`src/rtl/bep_pkg.sv`:
```
// Shared definitions for the BEP pulse-width word decoder.
//   - default symbol timing (nominal widths and tolerance, in clock cycles)
//   - bit positions inside the err_pulse / err_sticky vectors
//   - timing FSM state encoding
//   - abs_diff helper used by the symbol classifier
package bep_pkg;

  localparam int T0_NOM_DEF = 9;
  localparam int T1_NOM_DEF = 18;
  localparam int TOL_DEF    = 3;

  localparam int ERR_SYMBOL  = 0;
  localparam int ERR_LONG    = 1;
  localparam int ERR_TIMEOUT = 2;
  localparam int ERR_OVERRUN = 3;

  typedef enum logic [1:0] {
    ST_IDLE  = 2'd0,
    ST_HIGH  = 2'd1,
    ST_LOW   = 2'd2,
    ST_DRAIN = 2'd3
  } bep_state_e;

  // Unsigned distance; ordering the operands avoids any wrap-around.
  function automatic logic [31:0] abs_diff(input logic [31:0] a, input logic [31:0] b);
    return (a > b) ? (a - b) : (b - a);
  endfunction

endpackage

```
`src/rtl/bep_edge_sync.sv`:
```
// Input synchroniser with registered edge strobes.
// Ports:
//   clock  in   single clock
//   reset  in   asynchronous, active-high
//   din    in   raw asynchronous line
//   rise   out  1-cycle strobe, one cycle after the synced level goes 0->1
//   fall   out  1-cycle strobe, one cycle after the synced level goes 1->0
module bep_edge_sync #(
  parameter int SYNC_STAGES = 2
) (
  input  logic clock,
  input  logic reset,
  input  logic din,
  output logic rise,
  output logic fall
);

  logic [SYNC_STAGES-1:0] sync_q;
  logic                   prev_q;
  logic                   level;

  assign level = sync_q[SYNC_STAGES-1];

  always_ff @(posedge clock or posedge reset) begin
    if (reset) begin
      sync_q <= '0;
      prev_q <= 1'b0;
      rise   <= 1'b0;
      fall   <= 1'b0;
    end else begin
      sync_q <= {sync_q[SYNC_STAGES-2:0], din};
      prev_q <= level;
      rise   <= level & ~prev_q;
      fall   <= ~level & prev_q;
    end
  end

endmodule

```
`src/rtl/bep_pulse_word_decoder.sv`:
```
// Pulse-width symbol decoder for the BEP receive path.
// Times each high pulse on the synchronised line, classifies it as a 0 or 1
// symbol, assembles MSB-first words and offers them on a valid/ready port.
// Ports:
//   clock       in   single clock
//   reset       in   asynchronous, active-high; clears all state
//   digital_in  in   raw line, asynchronous to clock
//   enable      in   0 flushes the decoder (output register keeps its word)
//   word_data   out  assembled word, first received bit in MSB
//   word_valid  out  word_data holds an undelivered word
//   word_ready  in   consumer accepts when word_valid && word_ready
//   bit_count   out  bits collected toward the current word
//   err_pulse   out  1-cycle events: [0] symbol, [1] long pulse, [2] timeout, [3] overrun
//   err_sticky  out  OR-accumulated err_pulse
//   err_clear   in   clears err_sticky; a same-cycle new event wins
//
// state    | meaning
// ---------+-------------------------------------------------------------
// ST_IDLE  | line low, no pulse timing active; waiting for a rising edge
// ST_HIGH  | timing a high pulse in pulse_cnt
// ST_LOW   | timing the gap after a classified pulse in gap_cnt
// ST_DRAIN | pulse saturated; waiting for the line to fall before rearming
module bep_pulse_word_decoder
  import bep_pkg::*;
#(
  parameter int CNT_W        = 8,
  parameter int T0_NOM       = T0_NOM_DEF,
  parameter int T1_NOM       = T1_NOM_DEF,
  parameter int TOL          = TOL_DEF,
  parameter int WORD_BITS    = 8,
  parameter int IDLE_TIMEOUT = 64,
  parameter int SYNC_STAGES  = 2
) (
  input  logic                           clock,
  input  logic                           reset,
  input  logic                           digital_in,
  input  logic                           enable,
  output logic [WORD_BITS-1:0]           word_data,
  output logic                           word_valid,
  input  logic                           word_ready,
  output logic [$clog2(WORD_BITS+1)-1:0] bit_count,
  output logic [3:0]                     err_pulse,
  output logic [3:0]                     err_sticky,
  input  logic                           err_clear
);

  localparam int BC_W = $clog2(WORD_BITS+1);

  localparam logic [CNT_W-1:0] CNT_MAX    = '1;
  localparam logic [CNT_W-1:0] CNT_PRESAT = CNT_MAX - 1'b1;
  localparam logic [CNT_W-1:0] TIMEOUT_C  = CNT_W'(IDLE_TIMEOUT);
  localparam logic [31:0]      T0_U       = 32'(T0_NOM);
  localparam logic [31:0]      T1_U       = 32'(T1_NOM);
  localparam logic [31:0]      TOL_U      = 32'(TOL);
  localparam logic [BC_W-1:0]  LAST_BIT   = BC_W'(WORD_BITS - 1);

  logic rise, fall;

  bep_edge_sync #(
    .SYNC_STAGES (SYNC_STAGES)
  ) u_edge_sync (
    .clock (clock),
    .reset (reset),
    .din   (digital_in),
    .rise  (rise),
    .fall  (fall)
  );

  bep_state_e           state_q, state_d;
  logic [CNT_W-1:0]     pulse_cnt_q, pulse_cnt_d;
  logic [CNT_W-1:0]     gap_cnt_q, gap_cnt_d;
  logic [BC_W-1:0]      bit_count_q, bit_count_d;
  logic [WORD_BITS-2:0] shreg_q, shreg_d;
  logic [WORD_BITS-1:0] word_data_q, word_data_d;
  logic                 word_valid_q, word_valid_d;
  logic [3:0]           err_pulse_q, err_d;
  logic [3:0]           err_sticky_q, err_sticky_d;

  // Classifier works on the pulse width held in pulse_cnt when the fall strobe arrives.
  logic [31:0]          d0, d1, d_min;
  logic                 sym_bit, sym_ok;
  logic [WORD_BITS-1:0] shifted;

  always_comb begin
    d0      = abs_diff(32'(pulse_cnt_q), T0_U);
    d1      = abs_diff(32'(pulse_cnt_q), T1_U);
    sym_bit = !(d0 < d1);
    d_min   = sym_bit ? d1 : d0;
    sym_ok  = (d_min <= TOL_U);
    shifted = {shreg_q, sym_bit};
  end

  logic                 word_done;

  always_comb begin
    state_d      = state_q;
    pulse_cnt_d  = pulse_cnt_q;
    gap_cnt_d    = gap_cnt_q;
    bit_count_d  = bit_count_q;
    shreg_d      = shreg_q;
    word_data_d  = word_data_q;
    word_valid_d = word_valid_q;
    err_d        = '0;
    word_done    = 1'b0;

    if (word_valid_q && word_ready) begin
      word_valid_d = 1'b0;
    end

    if (!enable) begin
      state_d     = ST_IDLE;
      pulse_cnt_d = '0;
      gap_cnt_d   = '0;
      bit_count_d = '0;
    end else begin
      unique case (state_q)
        ST_IDLE: begin
          if (rise) begin
            state_d     = ST_HIGH;
            pulse_cnt_d = CNT_W'(1);
          end
        end

        ST_HIGH: begin
          if (fall) begin
            state_d   = ST_LOW;
            gap_cnt_d = CNT_W'(1);
            if (sym_ok) begin
              shreg_d = shifted[WORD_BITS-2:0];
              if (bit_count_q == LAST_BIT) begin
                word_done   = 1'b1;
                bit_count_d = '0;
              end else begin
                bit_count_d = bit_count_q + 1'b1;
              end
            end else begin
              err_d[ERR_SYMBOL] = 1'b1;
              bit_count_d       = '0;
            end
          end else if (pulse_cnt_q == CNT_PRESAT) begin
            // This increment saturates the counter: the pulse is unusable.
            pulse_cnt_d     = CNT_MAX;
            err_d[ERR_LONG] = 1'b1;
            bit_count_d     = '0;
            state_d         = ST_DRAIN;
          end else begin
            pulse_cnt_d = pulse_cnt_q + 1'b1;
          end
        end

        ST_DRAIN: begin
          if (fall) begin
            state_d = ST_IDLE;
          end
        end

        ST_LOW: begin
          if (gap_cnt_q != CNT_MAX) begin
            gap_cnt_d = gap_cnt_q + 1'b1;
          end
          if (gap_cnt_q == TIMEOUT_C && bit_count_q != '0) begin
            err_d[ERR_TIMEOUT] = 1'b1;
            bit_count_d        = '0;
            state_d            = ST_IDLE;
          end
          // A coincident rising edge still starts a pulse after the timeout.
          if (rise) begin
            state_d     = ST_HIGH;
            pulse_cnt_d = CNT_W'(1);
          end
        end

        default: state_d = ST_IDLE;
      endcase
    end

    if (word_done) begin
      if (!word_valid_q || word_ready) begin
        word_data_d  = shifted;
        word_valid_d = 1'b1;
      end else begin
        err_d[ERR_OVERRUN] = 1'b1;
      end
    end

    err_sticky_d = (err_clear ? 4'b0000 : err_sticky_q) | err_d;
  end

  always_ff @(posedge clock or posedge reset) begin
    if (reset) begin
      state_q      <= ST_IDLE;
      pulse_cnt_q  <= '0;
      gap_cnt_q    <= '0;
      bit_count_q  <= '0;
      shreg_q      <= '0;
      word_data_q  <= '0;
      word_valid_q <= 1'b0;
      err_pulse_q  <= '0;
      err_sticky_q <= '0;
    end else begin
      state_q      <= state_d;
      pulse_cnt_q  <= pulse_cnt_d;
      gap_cnt_q    <= gap_cnt_d;
      bit_count_q  <= bit_count_d;
      shreg_q      <= shreg_d;
      word_data_q  <= word_data_d;
      word_valid_q <= word_valid_d;
      err_pulse_q  <= err_d;
      err_sticky_q <= err_sticky_d;
    end
  end

  assign word_data  = word_data_q;
  assign word_valid = word_valid_q;
  assign bit_count  = bit_count_q;
  assign err_pulse  = err_pulse_q;
  assign err_sticky = err_sticky_q;

endmodule
```
`config.mk`:
```
export PLATFORM = sky130hd
export DESIGN_NAME = bep_pulse_word_decoder
export DESIGN_NICKNAME = d
export VERILOG_FILES = /design/src/rtl/bep_pkg.sv /design/src/rtl/bep_edge_sync.sv /design/src/rtl/bep_pulse_word_decoder.sv
export SDC_FILE = /design/constraint.sdc
export NUM_CORES = 1
export LEC_CHECK = 0
export BUFFER_PORTS_ARGS = -buffer_cell sky130_fd_sc_hd__buf_2
export CORE_UTILIZATION = 35
export CTS_CLUSTER_SIZE = 10
export DETAILED_ROUTE_END_ITERATION = 10
export PLACE_DENSITY_LB_ADDON = 0.3
export SLEW_MARGIN = 20
export SYNTH_ARGS = -nofsm -noshare
export SYNTH_HDL_FRONTEND = slang
export SYNTH_SLANG_ARGS = --single-unit
```
`constraint.sdc`:
```
create_clock -name clock -period 6.5 [get_ports clock]
set_input_delay 0.325 -clock clock [delete_from_list [all_inputs] [get_ports clock]]
set_output_delay 0.325 -clock clock [all_outputs]
set_load 0.05 [all_outputs]
```
# Yosys cells after proc, flatten, opt, wreduce, memory -nomap -nowiden
# Cells that the tools add are included.
# classes
n_addsub	7
mux	46
bitwise	5
eq_ne	18
order_cmp	4
reduce_logical	14
# ops
op	n
32-bit 2-to-1 mux	3
8-bit 2-to-1 mux	7
32-bit by 2-bit <= comparator with 1-bit output, second input constant	1
32-bit < comparator	1
8-bit one-hot mux with 2 select lines	2
4-bit 2-to-1 mux	7
8-bit by 1-bit adder with 8-bit output, second input constant	2
1-bit 2-to-1 mux	16
2-bit 2-to-1 mux	8
3-bit by 2-bit != test with 1-bit output, second input constant	5
3-bit != test, second input constant	3
3-bit AND reduction	3
4-bit by 8-bit subtractor with 9-bit output, first input constant	1
5-bit by 8-bit subtractor with 9-bit output, first input constant	1
8-bit by 4-bit subtractor with 9-bit output, second input constant	1
8-bit by 5-bit subtractor with 9-bit output, second input constant	1
8-bit by 7-bit equality test with 1-bit output, second input constant	1
8-bit equality test, second input constant	1
8-bit by 4-bit greater-than comparator with 1-bit output, second input constant	1
8-bit by 5-bit greater-than comparator with 1-bit output, second input constant	1
4-bit by 3-bit != test with 1-bit output, second input constant	2
8-bit != test, second input constant	1
2-bit one-hot mux with 4 select lines	1
4-bit one-hot mux with 2 select lines	1
other kinds (17)	23
# word_totals
in_bits	6
out_inout_bits	21
word_cells	107
ff_bits	51

# Logic depth before layout (Yosys ltp)
# Gate-level depths: netlist of the first run.
# logic_depth
word_depth	11
ltp_mapped	16
depth_no_buf	15

# Modules after synthesis
# From an unflattened synthesis of the first run, not the netlist that was laid out.
# unflattened
cells_unflattened	338
hier_area_um2	3164.3
# by_module_without_submodules
mod	cells_per_inst	area_each_um2	seq_area_each_um2	n_inst
bep_pulse_word_decoder	330	3020.4	1151.1	1
bep_edge_sync	8	143.9	125.1	1

# Least setup slack after synthesis of the first run
# Ideal clock, no wire load.
# synth_timing
path_kind	register to register
start	reg pulse_cnt_q[2]
end	reg shreg_q[1]
setup_slack_ns	2.835
stages_incl_launch_ff	17
path_buffers	2
arrival_ns	3.540
required_time_ns	6.375
cell_sequence	dfrtp_1 > buf_2 > inv_1 > ha_1 > buf_2 > nand2b_1 > a31oi_1 > nor2b_1 > a21oi_1 > o22a_1 > ha_1 > nand3_1 > a211oi_1 > o21ai_0 > nand4b_4 > o21ai_4 > mux2_2
# synth_between
elab_chain_cells	6
word_cells_on_any_way	12
# synth_rtl
item	line_no	source
start, declared	bep_pulse_word_decoder.sv:70	logic [CNT_W-1:0] pulse_cnt_q, pulse_cnt_d;
start signal, assigned	bep_pulse_word_decoder.sv:202	pulse_cnt_q <= pulse_cnt_d;
4-bit by 8-bit subtractor with 9-bit output (tied with other cells)	bep_pkg.sv:26	return (a > b) ? (a - b) : (b - a);
32-bit 2-to-1 mux	bep_pkg.sv:26	
32-bit < comparator	bep_pulse_word_decoder.sv:87	sym_bit = !(d0 < d1);
32-bit 2-to-1 mux *	bep_pulse_word_decoder.sv:88	d_min = sym_bit ? d1 : d0;
32-bit by 2-bit <= comparator with 1-bit output *	bep_pulse_word_decoder.sv:89	sym_ok = (d_min <= TOL_U);
4-bit AND reduction (no source line) *	--	
end signal, assigned	bep_pulse_word_decoder.sv:205	shreg_q <= shreg_d;
end, declared	bep_pulse_word_decoder.sv:73	logic [WORD_BITS-2:0] shreg_q, shreg_d;
# Every way passes the cells marked *; elsewhere a longest branch is shown, timed or not.
# A chain may end at the register's enable or synchronous reset.

# Worst setup path in the final report of the first run
# layout_timing
start	reg pulse_cnt_q[2]
end	reg shreg_q[6]
# The elaborated chain is that of the path after synthesis.

==> results by group, run 1 <==
Worst setup path
  • Critical Path Fanout Max: 13
  • Count of cell instances traversed by the critical path: 14
  • Slowest stage cell, crit path: sky130_fd_sc_hd__dfrtp_1
  • Critical R2R Capture: shreg_q[6]
  • Worst flop-to-flop path startpoint: pulse_cnt_q[2]
  • Bufs and invs on worst path: 1
  • Number of cells traversed by the worst register-to-register path: 14
  • Register-to-register path setup slack: 2240 ps
  • CP Cell Sequence: inv_1 > ha_1 > nand2b_1 > a31oi_1 > nor2b_1 > a21oi_1 > o22a_1 > ha_1 > nor2_1 > o31ai_1 > o21ai_0 > nand4b_4 > o21ai_4 > mux2_2
  • CP startpoint kind: flip-flop
  • Worst setup path class: flip-flop to flip-flop
  • Required time of the critical path: 6700 ps
  • Capturing instance or port of the critical path: shreg_q[6]
  • Kind of cell with the highest combined delay on the critical path: compound AO/OA/AOI/OAI gates
  • Worst setup path start: pulse_cnt_q[2]
  • Most common cell type on the critical path: sky130_fd_sc_hd__ha_1
  • Kind of end point of the critical path: flip-flop
  • Worst Path Arrival: 4460 ps
  • Highest cell delay on the worst timing path: 520 ps

Placed design
  • Post-DP Area: 0.00348 mm^2
  • Port Buffers: 26
  • Number of cells after detailed placement: 481
  • HPWL Detailed: 5380 um
  • Setup slack after placement: 2310 ps
  • Weighted congestion at the end of routability-driven global placement: 0.912

Finish
  • Cell Count, Final, Fillers Out: 489
  • Area overhead of the layout relative to synthesis: 9.37%
  • Number of diodes added for antenna fixing: 0
  • Share of cells above drive strength 1: 18.6%
  • Post-layout util: 40.3%
  • Cell area after layout: 0.00358 mm^2
  • Fill cells: 893
  • Final layout net count: 406

Synthesis
  • Synth Area per Inst: 9.07 um^2
  • Share of flip-flops with an asynchronous set or reset: 100%
  • Share of the synthesized area in the top cell type: 39.0%
  • Fraction of the yosys area taken by sequential cells: 39.0%
  • Largest area contributor in the synthesized netlist: sky130_fd_sc_hd__dfrtp_1
  • FF+latch count, synth: 51
  • Cell count after synthesis: 361
  • Distinct cells, synth: 53
  • Top flip-flop cell by instance count after synthesis: sky130_fd_sc_hd__dfrtp_1
  • Syn_nets: 387
  • Number of flops mapped to enable cells by yosys: 0
  • Cell area after synthesis: 0.00327 mm^2
  • Largest cells by area after synthesis: sky130_fd_sc_hd__dfrtp_1 39%, sky130_fd_sc_hd__ha_1 7.6%, sky130_fd_sc_hd__mux2_2 5.2%
  • Count of synthesis-stage warnings from yosys: 0

Routing
  • WL/cell: 14.6 um
  • Final routed DRC violation total: 0
  • Number of vias per cell after detailed routing: 5.50
  • Vias post-DR: 2690
  • Total iterations of the first detailed-routing run: 4
  • Post-route ant nets: 0
  • Total wirelength of the detailed-routed design: 7120 um
  • Drt initial violations: 101

Power and ir drop
  • Switching power: 0.150 mW
  • Sequential power share: 57.9%
  • Leakage power: 1.61 nW
  • Maximum ir drop on the vdd rail: 116 uV
  • Overall Power: 0.564 mW
  • Cell internal pwr: 0.415 mW
  • Cell area power density: 158 mW/mm^2
  • Proportion of total power due to net switching: 26.5%
  • Proportion of power drawn by combinational gates: 8.9%
  • Part of the power in the clock network: 33.2%

CTS
  • Clk_lat worst skew: 300 ps
  • Number of hold-repair buffers added at the cts stage: 0
  • CTS-repair resized insts: 0
  • CTS H-Tree Depth: 2
  • Clock slew at the register clock pins of the worst setup and hold paths: 100 ps
  • Cell at the root of the clock tree: sky130_fd_sc_hd__clkbuf_8
  • Number of post-CTS setup repair buffers: 0
  • TritonCTS clock tree: built
  • Clock buffer count from CTS: 5
  • Longest Clk Path Bufs: 2
  • Clock sink count: 51

Floorplan
  • Area of the core: 0.00889 mm^2
  • Total Die Area: 0.00974 mm^2
  • Floorplan die width: 98.7 um
  • Initial Utilization: 36.8%
  • Height of the die: 98.7 um
  • Total I/O pin count: 27
  • Site row count: 34

Timing
  • Period utilization: 65.6%
  • Final setup viols: 0
  • Transition time at the pin with the least slew margin: 862 ps
  • Time the worst path needs with I/O delays and setup: 4260 ps
  • Final critical-path setup slack: 2240 ps
  • WHS: 123 ps
  • Headroom to the max-slew limit: 42.5%
  • Unrepaired setup endpoints after global routing: false
  • Post-route clock skew: 8.13 ps
  • Maximum achievable frequency: 234 MHz
  • Final sum of negative setup slack: 0 ps
  • Max-slew violation count: 0
  • Count of final hold-check violations: 0

Global routing
  • Largest net degree at the start of global routing: 52
  • Global-route wire length before repair: 12400 um
  • GRT overflow: 0
  • Routing layer with the top usage in global route: met2
  • Met2 track demand over resource in global routing: 24.5%
  • Via count of the first global-routing pass: 2534
  • M1 GR Usage: 22.0%
  • Fraction of met3 tracks used by global routing: 3.12%
  • Total global-route track usage: 15.7%
  • Antenna violations before repair: 0

Hold path
  • Class of the worst hold path: primary input to flip-flop

Outcome
  • Run status: finished clean

Job
  • Max Cap Viol: 0
final cells by class:
cell class	count	area, um^2	area share [%]
clock buffers	5	68.8	1.92
clock inverters	3	23.8	0.664
inverters	19	72.6	2.03
multi-input cells	277	1870	52.3
flip-flops and latches	51	1280	35.7
well taps	108	135	3.77
repair buffers	26	130	3.64
metal layers:
layer	up-vias	routed length (um)
li1	1342	-
met1	1272	3480
met2	64	3250
met3	12	262
met4	0	119
met5	-	0
worst reg2reg max path, delay by kind of cell (launching register included):
family	cells	cell delay (ps)
AOI/OAI and AO/OA	6	1540
and+or+nand+nor	4	800
adders and majority gates	2	720
DFF	1	520
muxes	1	380
buffers and inverters	1	190
logic make-up after synthesis:
group | Yosys count | share of synthesized area, %
xor gates and xnor gates | 5 | 1.34
AOI/OAI and AO/OA | 102 | 21.5
and+or+nand+nor | 132 | 20.5
adders and majority gates | 20 | 7.65
muxes | 18 | 6.08
DFF | 51 | 39.0
buffers and inverters | 33 | 3.94
worst min-delay path by stage:
| stage | slack [ps] | from | depth (start not counted) | end |
|---|---|---|---|---|
| finish | 120 | digital_in | 1 | u_edge_sync.sync_q[0] |
| global route | 100 | digital_in | 1 | u_edge_sync.sync_q[0] |
| CTS | 110 | digital_in | 1 | u_edge_sync.sync_q[0] |
| detailed placement | 360 | u_edge_sync.sync_q[0] | 0 | u_edge_sync.sync_q[1] |
| global placement | 330 | u_edge_sync.sync_q[0] | 0 | u_edge_sync.sync_q[1] |
| floorplan | 330 | u_edge_sync.sync_q[0] | 0 | u_edge_sync.sync_q[1] |
state kept, by name, summed over array words and instances, names as in the netlist:
signal,flops
pulse_cnt_q,8
word_data,8
bit_count,4
err_sticky,4
err_pulse,4
shreg_q,7
u_edge_sync.prev_q,1
u_edge_sync.rise,1
state_q,2
u_edge_sync.sync_q,2
word_valid,1
u_edge_sync.fall,1
gap_cnt_q,8
cell usage in the layout, fill, tap and decap left out, drive strengths merged, types with 3 or more instances in the layout:
master,netlist,layout
a21oi,22,22
a21o,3,3
ha,20,20
and2,3,3
buf,4,26
o31ai,4,4
nand2b,7,7
a31oi,6,6
inv,19,19
nand3,17,17
clkbuf,10,5
mux2i,3,3
nand2,34,34
o22ai,5,5
o311ai,3,3
o211ai,3,3
dfrtp,51,51
o21ai,32,32
nor2,29,29
nor2b,9,9
mux2,15,15
or3,4,4
a22o,4,4
xnor2,3,3
o31a,3,3
nor3,19,19
or2,4,4
a211oi,4,4
cells in the mapped netlist, drive strengths merged (3+ instances only):
cell type and number:
buf 4, or2 4, a22o 4, nor2b 9, clkbuf 10, mux2i 3
inv 19, nor2 29, nor3 19, a31oi 6, a21o 3, o21ai 32
nand2 34, nand2b 7, o31ai 4, ha 20, and2 3, or3 4
o22ai 5, o311ai 3, mux2 15, a21oi 22, a211oi 4, o31a 3
dfrtp 51, nand3 17, o211ai 3, xnor2 3
power groups by stage:
stage | clock network (mW) | registers [mW] | logic [mW]
after floorplan | 0 | 0.331 | 0.0391
after global placement | 0 | 0.332 | 0.0498
after detailed placement | 0 | 0.332 | 0.0504
after CTS | 0.197 | 0.326 | 0.0506
after global routing | 0.205 | 0.327 | 0.0575
final | 0.187 | 0.326 | 0.0503
No activity file was read; power rests on OpenSTA's default activity.
==> inputs of run 2 (changes only) <==
- clock period: 6.5 -> 4.3 ns (I/O delays scaled with it)
==> run 2 against run 1 <==
  * Core utilization grew 0.79 points
  * Critical path type unchanged
  * Cell area is 2.0% higher
  * Largest power group unchanged
  * Count of clock-buffer cells in the layout grew 1
  * Combinational power is 53% higher
  * Sequential cell count stayed put
  * Sequential power increased by 51%
  * Cell count grew 1.4%
==> results by group, run 2 (synthesis results as in run 1) <==
Power and ir drop
  • Switching power: 0.213 mW
  • Leakage power: 1.66 nW
  • Cell area power density: 245 mW/mm^2
  • Proportion of total power due to net switching: 23.8%
  • Cell internal pwr: 0.682 mW
  • Sequential power share: 55.1%
  • Part of the power in the clock network: 36.3%
  • Proportion of power drawn by combinational gates: 8.6%
  • Maximum ir drop on the vdd rail: 163 uV

CTS
  • Longest Clk Path Bufs: 2
  • TritonCTS clock tree: built
  • Clock sink count: 51
  • CTS H-Tree Depth: 2
  • Clk_lat worst skew: 300 ps
  • Clock buffer count from CTS: 5
  • Cell at the root of the clock tree: sky130_fd_sc_hd__clkbuf_8
  • Clock slew at the register clock pins of the worst setup and hold paths: 90 ps

Finish
  • Number of diodes added for antenna fixing: 0
  • Share of cells above drive strength 1: 19.6%
  • Most frequent standard cell in the layout excluding fill and tap cells: sky130_fd_sc_hd__dfrtp_1
  • Final layout net count: 414
  • Area overhead of the layout relative to synthesis: 11.5%
  • Commonest non-fill, non-tap cells in the layout: 51 x sky130_fd_sc_hd__dfrtp_1, 34 x sky130_fd_sc_hd__nand2_1, 30 x sky130_fd_sc_hd__o21ai_0, 28 x sky130_fd_sc_hd__nor2_1, 26 x sky130_fd_sc_hd__buf_2

Floorplan
  • Initial Utilization: 36.8%
  • Floorplan die width: 98.7 um
  • Site row count: 34
  • Height of the die: 98.7 um
  • Total Die Area: 0.00974 mm^2
  • Area of the core: 0.00889 mm^2
  • Total I/O pin count: 27

Global routing
  • Largest net degree at the start of global routing: 52
  • Routing layer with the top usage in global route: met2
  • M1 GR Usage: 21.6%
  • GRT overflow: 0
  • Fraction of met3 tracks used by global routing: 2.41%
  • Met2 track demand over resource in global routing: 26.2%
  • Total global-route track usage: 15.9%
  • Global-route wire length before repair: 12600 um
  • Via count of the first global-routing pass: 2624
  • Antenna violations before repair: 0

Hold path
  • Class of the worst hold path: primary input to async pin

Worst setup path
  • Worst Path Arrival: 4160 ps
  • Required time of the critical path: 4490 ps
  • Critical Path Fanout Max: 11
  • CP startpoint kind: flip-flop
  • Kind of end point of the critical path: flip-flop
  • Worst setup path class: flip-flop to flip-flop

Timing
  • Transition time at the pin with the least slew margin: 1080 ps
  • Headroom to the max-slew limit: 27.7%
  • Maximum achievable frequency: 252 MHz
  • Post-route clock skew: 8.72 ps
  • Period utilization: 92.3%
  • Max-slew violation count: 0
  • Final critical-path setup slack: 333 ps
  • Count of final hold-check violations: 0
  • Final sum of negative setup slack: 0 ps
  • Time the worst path needs with I/O delays and setup: 3970 ps
  • WHS: 66.7 ps
  • Final setup viols: 0

Placed design
  • HPWL Detailed: 5440 um
  • Port Buffers: 26
  • Setup slack after placement: 284 ps
  • Weighted congestion at the end of routability-driven global placement: 0.937

Routing
  • WL/cell: 15.0 um
  • Final routed DRC violation total: 0
  • Number of vias per cell after detailed routing: 5.54
  • Total iterations of the first detailed-routing run: 4
  • Vias post-DR: 2750
  • Post-route ant nets: 0
  • Drt initial violations: 117
  • Total wirelength of the detailed-routed design: 7440 um

Outcome
  • Run status: finished clean

Job
  • Max Cap Viol: 0
==> run 2: final cells by class <==
cell class,instances,area (um^2)
fill,879,5240
multi-input combinational,277,1870
sequential,51,1280
timing repair buffer,34,193
tap,108,135
clock buffer,6,72.6
inverter,19,72.6
clock inverter,1,30.0
==> run 2: timing repair <==
action / in CTS / in global routing
setup buffers: 0 / 1
endpoints found under the hold margin: 0 / 1
setup endpoints to repair: 0 / 13
hold buffers: 0 / 1
resized for setup: 0 / 1
==> run 2: critical path: stages (launching register included) <==
cell and delay [ps]:
sky130_fd_sc_hd__dfrtp_1 480, sky130_fd_sc_hd__inv_1 120, sky130_fd_sc_hd__ha_2 300, sky130_fd_sc_hd__nand2b_1 230
sky130_fd_sc_hd__a31oi_1 380, sky130_fd_sc_hd__nor2b_1 180, sky130_fd_sc_hd__a21oi_1 50, sky130_fd_sc_hd__o22a_1 210
sky130_fd_sc_hd__ha_1 290, sky130_fd_sc_hd__nor2_1 50, sky130_fd_sc_hd__o31ai_1 320, sky130_fd_sc_hd__o21ai_0 220
sky130_fd_sc_hd__nand4b_4 310, sky130_fd_sc_hd__o21ai_4 340, sky130_fd_sc_hd__mux2_2 370
==> run 2: final timing paths <==
kind	startpoint	to	slack (ps)	cells past startpoint
setup / recovery	pulse_cnt_q[1]	shreg_q[4]	330	14
hold / removal	reset	u_edge_sync.sync_q[0]	70	2
setup reg to reg	pulse_cnt_q[1]	shreg_q[4]	330	14
hold reg to reg	u_edge_sync.sync_q[0]	u_edge_sync.sync_q[1]	360	0
max in group asynchronous	reset	word_data[3]	3710	2
min in group clock	err_clear	err_sticky[2]	230	2
==> run 2: power groups by stage <==
stage / Sequential [mW] / Combinational [mW] / Clock, mW
after floorplan: 0.500 / 0.0591 / 0
after global placement: 0.502 / 0.0757 / 0
after detailed placement: 0.502 / 0.0762 / 0
after CTS: 0.493 / 0.0766 / 0.344
after global routing: 0.494 / 0.0885 / 0.357
final: 0.493 / 0.0771 / 0.325
==> run 2: metal layers <==
| metal | vias to the layer above | routed length, um | share of wire (%) |
|---|---|---|---|
| met5 | - | 0 | 0 |
| met4 | 0 | 110 | 1.5 |
| met3 | 10 | 168 | 2.3 |
| met2 | 51 | 3510 | 47 |
| met1 | 1339 | 3650 | 49 |
| li1 | 1350 | - | - |
==> run 2: per-stage QoR <==
step	std cells	total power [mW]	instance area, um^2	util, %
floorplan	361	0.559	3270	-
global placement	487	0.578	3530	39.7
detailed placement	487	0.578	3530	39.7
CTS	494	0.913	3630	40.8
global route	496	0.940	3650	41.0
finish	496	0.895	3650	41.0
==> inputs of run 3 (changes only) <==
- CORE_UTILIZATION: 35 -> 25
==> run 3 against run 2 <==
  * Clock power up 38%
  * Register-to-register slack gained 30 ps
  * Sequential share of layout area decreased by 1.0 points
  * Combinational power down 0.5%
  * Cell area is 2.9% higher
  * Via count fell by 1.5%
  * First-iteration DRC count up 33%
  * Critical path type unchanged
  * Critical endpoint is now shreg_q[6]
==> results by group, run 3 (synthesis results as in run 1) <==
Worst setup path
  • Critical R2R Capture: shreg_q[6]
  • Required time of the critical path: 4480 ps
  • Number of cells traversed by the worst register-to-register path: 10
  • Capturing instance or port of the critical path: shreg_q[6]
  • Register-to-register path setup slack: 360 ps
  • Slowest stage cell, crit path: sky130_fd_sc_hd__or4_4
  • CP startpoint kind: flip-flop
  • Worst setup path start: pulse_cnt_q[6]
  • Critical Path Fanout Max: 17
  • CP Cell Sequence: or4_4 > a31oi_2 > mux2_2 > ha_1 > o211ai_1 > a211oi_1 > o21ai_0 > nand4b_4 > o21ai_4 > mux2_2
  • Worst flop-to-flop path startpoint: pulse_cnt_q[6]
  • Most common cell type on the critical path: sky130_fd_sc_hd__mux2_2
  • Kind of end point of the critical path: flip-flop
  • Highest cell delay on the worst timing path: 660 ps
  • Worst setup path class: flip-flop to flip-flop
  • Worst Path Arrival: 4120 ps

CTS
  • CTS H-Tree Depth: 2
  • Clock buffer count from CTS: 5
  • CTS-repair resized insts: 0
  • Clk_lat worst skew: 300 ps
  • Cell at the root of the clock tree: sky130_fd_sc_hd__clkbuf_16
  • Clock sink count: 51
  • Longest Clk Path Bufs: 2
  • Clock slew at the register clock pins of the worst setup and hold paths: 70 ps
  • Number of hold-repair buffers added at the cts stage: 0
  • TritonCTS clock tree: built
  • Number of post-CTS setup repair buffers: 0

Global routing
  • Antenna violations before repair: 0
  • GRT overflow: 0
  • Total global-route track usage: 12.6%
  • Via count of the first global-routing pass: 2580
  • Global-route wire length before repair: 13100 um
  • Largest net degree at the start of global routing: 52

Timing
  • Final setup viols: 0
  • Max-slew violation count: 0
  • Headroom to the max-slew limit: 30.5%
  • Unrepaired setup endpoints after global routing: false
  • Maximum achievable frequency: 254 MHz
  • Time the worst path needs with I/O delays and setup: 3940 ps
  • Count of final hold-check violations: 0
  • WHS: 20.0 ps
  • Transition time at the pin with the least slew margin: 1040 ps
  • Period utilization: 91.6%
  • Final sum of negative setup slack: 0 ps
  • Post-route clock skew: 4.96 ps

Routing
  • Vias post-DR: 2708
  • Total iterations of the first detailed-routing run: 4
  • Final routed DRC violation total: 0
  • Drt initial violations: 156
  • Total wirelength of the detailed-routed design: 7850 um
  • Number of vias per cell after detailed routing: 4.87
  • Post-route ant nets: 0
  • WL/cell: 14.1 um

Placed design
  • Weighted congestion at the end of routability-driven global placement: 0.837
  • Port Buffers: 26
  • HPWL Detailed: 5900 um

Power and ir drop
  • Cell area power density: 271 mW/mm^2
  • Leakage power: 1.66 nW
  • Overall Power: 1.02 mW
  • Maximum ir drop on the vdd rail: 226 uV

Finish
  • Fill cells: 1353
  • Area overhead of the layout relative to synthesis: 14.8%
  • Share of cells above drive strength 1: 19.3%
  • Commonest non-fill, non-tap cells in the layout: 51 x sky130_fd_sc_hd__dfrtp_1, 34 x sky130_fd_sc_hd__nand2_1, 30 x sky130_fd_sc_hd__o21ai_0, 28 x sky130_fd_sc_hd__nor2_1, 26 x sky130_fd_sc_hd__buf_2
  • Number of diodes added for antenna fixing: 0
  • Final layout net count: 410
  • Post-layout util: 29.7%
  • Most frequent standard cell in the layout excluding fill and tap cells: sky130_fd_sc_hd__dfrtp_1

Floorplan
  • Floorplan die width: 116 um
  • Initial Utilization: 25.8%
  • Site row count: 41
  • Height of the die: 116 um
  • Total Die Area: 0.0136 mm^2
  • Area of the core: 0.0127 mm^2
  • Total I/O pin count: 27

Outcome
  • Run status: finished clean

Hold path
  • Class of the worst hold path: primary input to flip-flop

Job
  • Max Cap Viol: 0
[run 3: cell types whose count changed in the layout (fill, tap and decap cells not counted), sizes merged]
| cell | before | now |
|---|---|---|
| clkbuf | 6 | 5 |
| buf | 33 | 30 |
| dlygate4sd3 | 1 | 0 |
| clkinvlp | 0 | 1 |
[run 3: where the power goes]
group	switching (mW)	internal, mW
registers	0.00764	0.485
logic	0.0511	0.0256
clock network	0.176	0.271
total	0.235	0.782
[run 3: worst min path at each step]
stage / from / end / slack (ps) / cells past startpoint
2_1_floorplan: digital_in / u_edge_sync.sync_q[0] / 250 / 0
3_3_place_gp: digital_in / u_edge_sync.sync_q[0] / 330 / 1
3_5_place_dp: digital_in / u_edge_sync.sync_q[0] / 320 / 1
4_1_cts: digital_in / u_edge_sync.sync_q[0] / 9 / 1
5_1_grt: digital_in / u_edge_sync.sync_q[0] / 6 / 1
6_report: digital_in / u_edge_sync.sync_q[0] / 20 / 1
[run 3: critical path: cells and delay by family (launching register included)]
family	cells	cell delay, ps
simple gates	2	940
flops	1	600
fa+ha+maj	1	280
compound gates	5	1220
mux	2	780
[run 3: layout make-up]
class,count,area [um^2],area share (%)
well taps,172,215,5.73
multi-input cells,277,1870,49.8
inverters,19,72.6,1.93
repair buffers,30,160,4.26
clock buffers,5,125,3.33
clock inverters,2,37.5,0.999
flip-flops and latches,51,1280,34.0
[run 3: stage by stage]
step	std cells	area [um^2]	setup slack (ps)
2_1_floorplan	361	3270	635
3_3_place_gp	549	3590	417
3_5_place_dp	549	3590	326
4_1_cts	556	3750	310
5_1_grt	556	3760	85.3
6_report	556	3760	362
[run 3: metal layers]
metal / GRT usage [%] / wire, um / vias to the layer above
li1: - / - / 1345
met1: 16.9 / 3810 / 1315
met2: 19.7 / 3710 / 37
met3: 2.34 / 183 / 11
met4: 5.38 / 146 / 0
met5: 0 / 0 / -
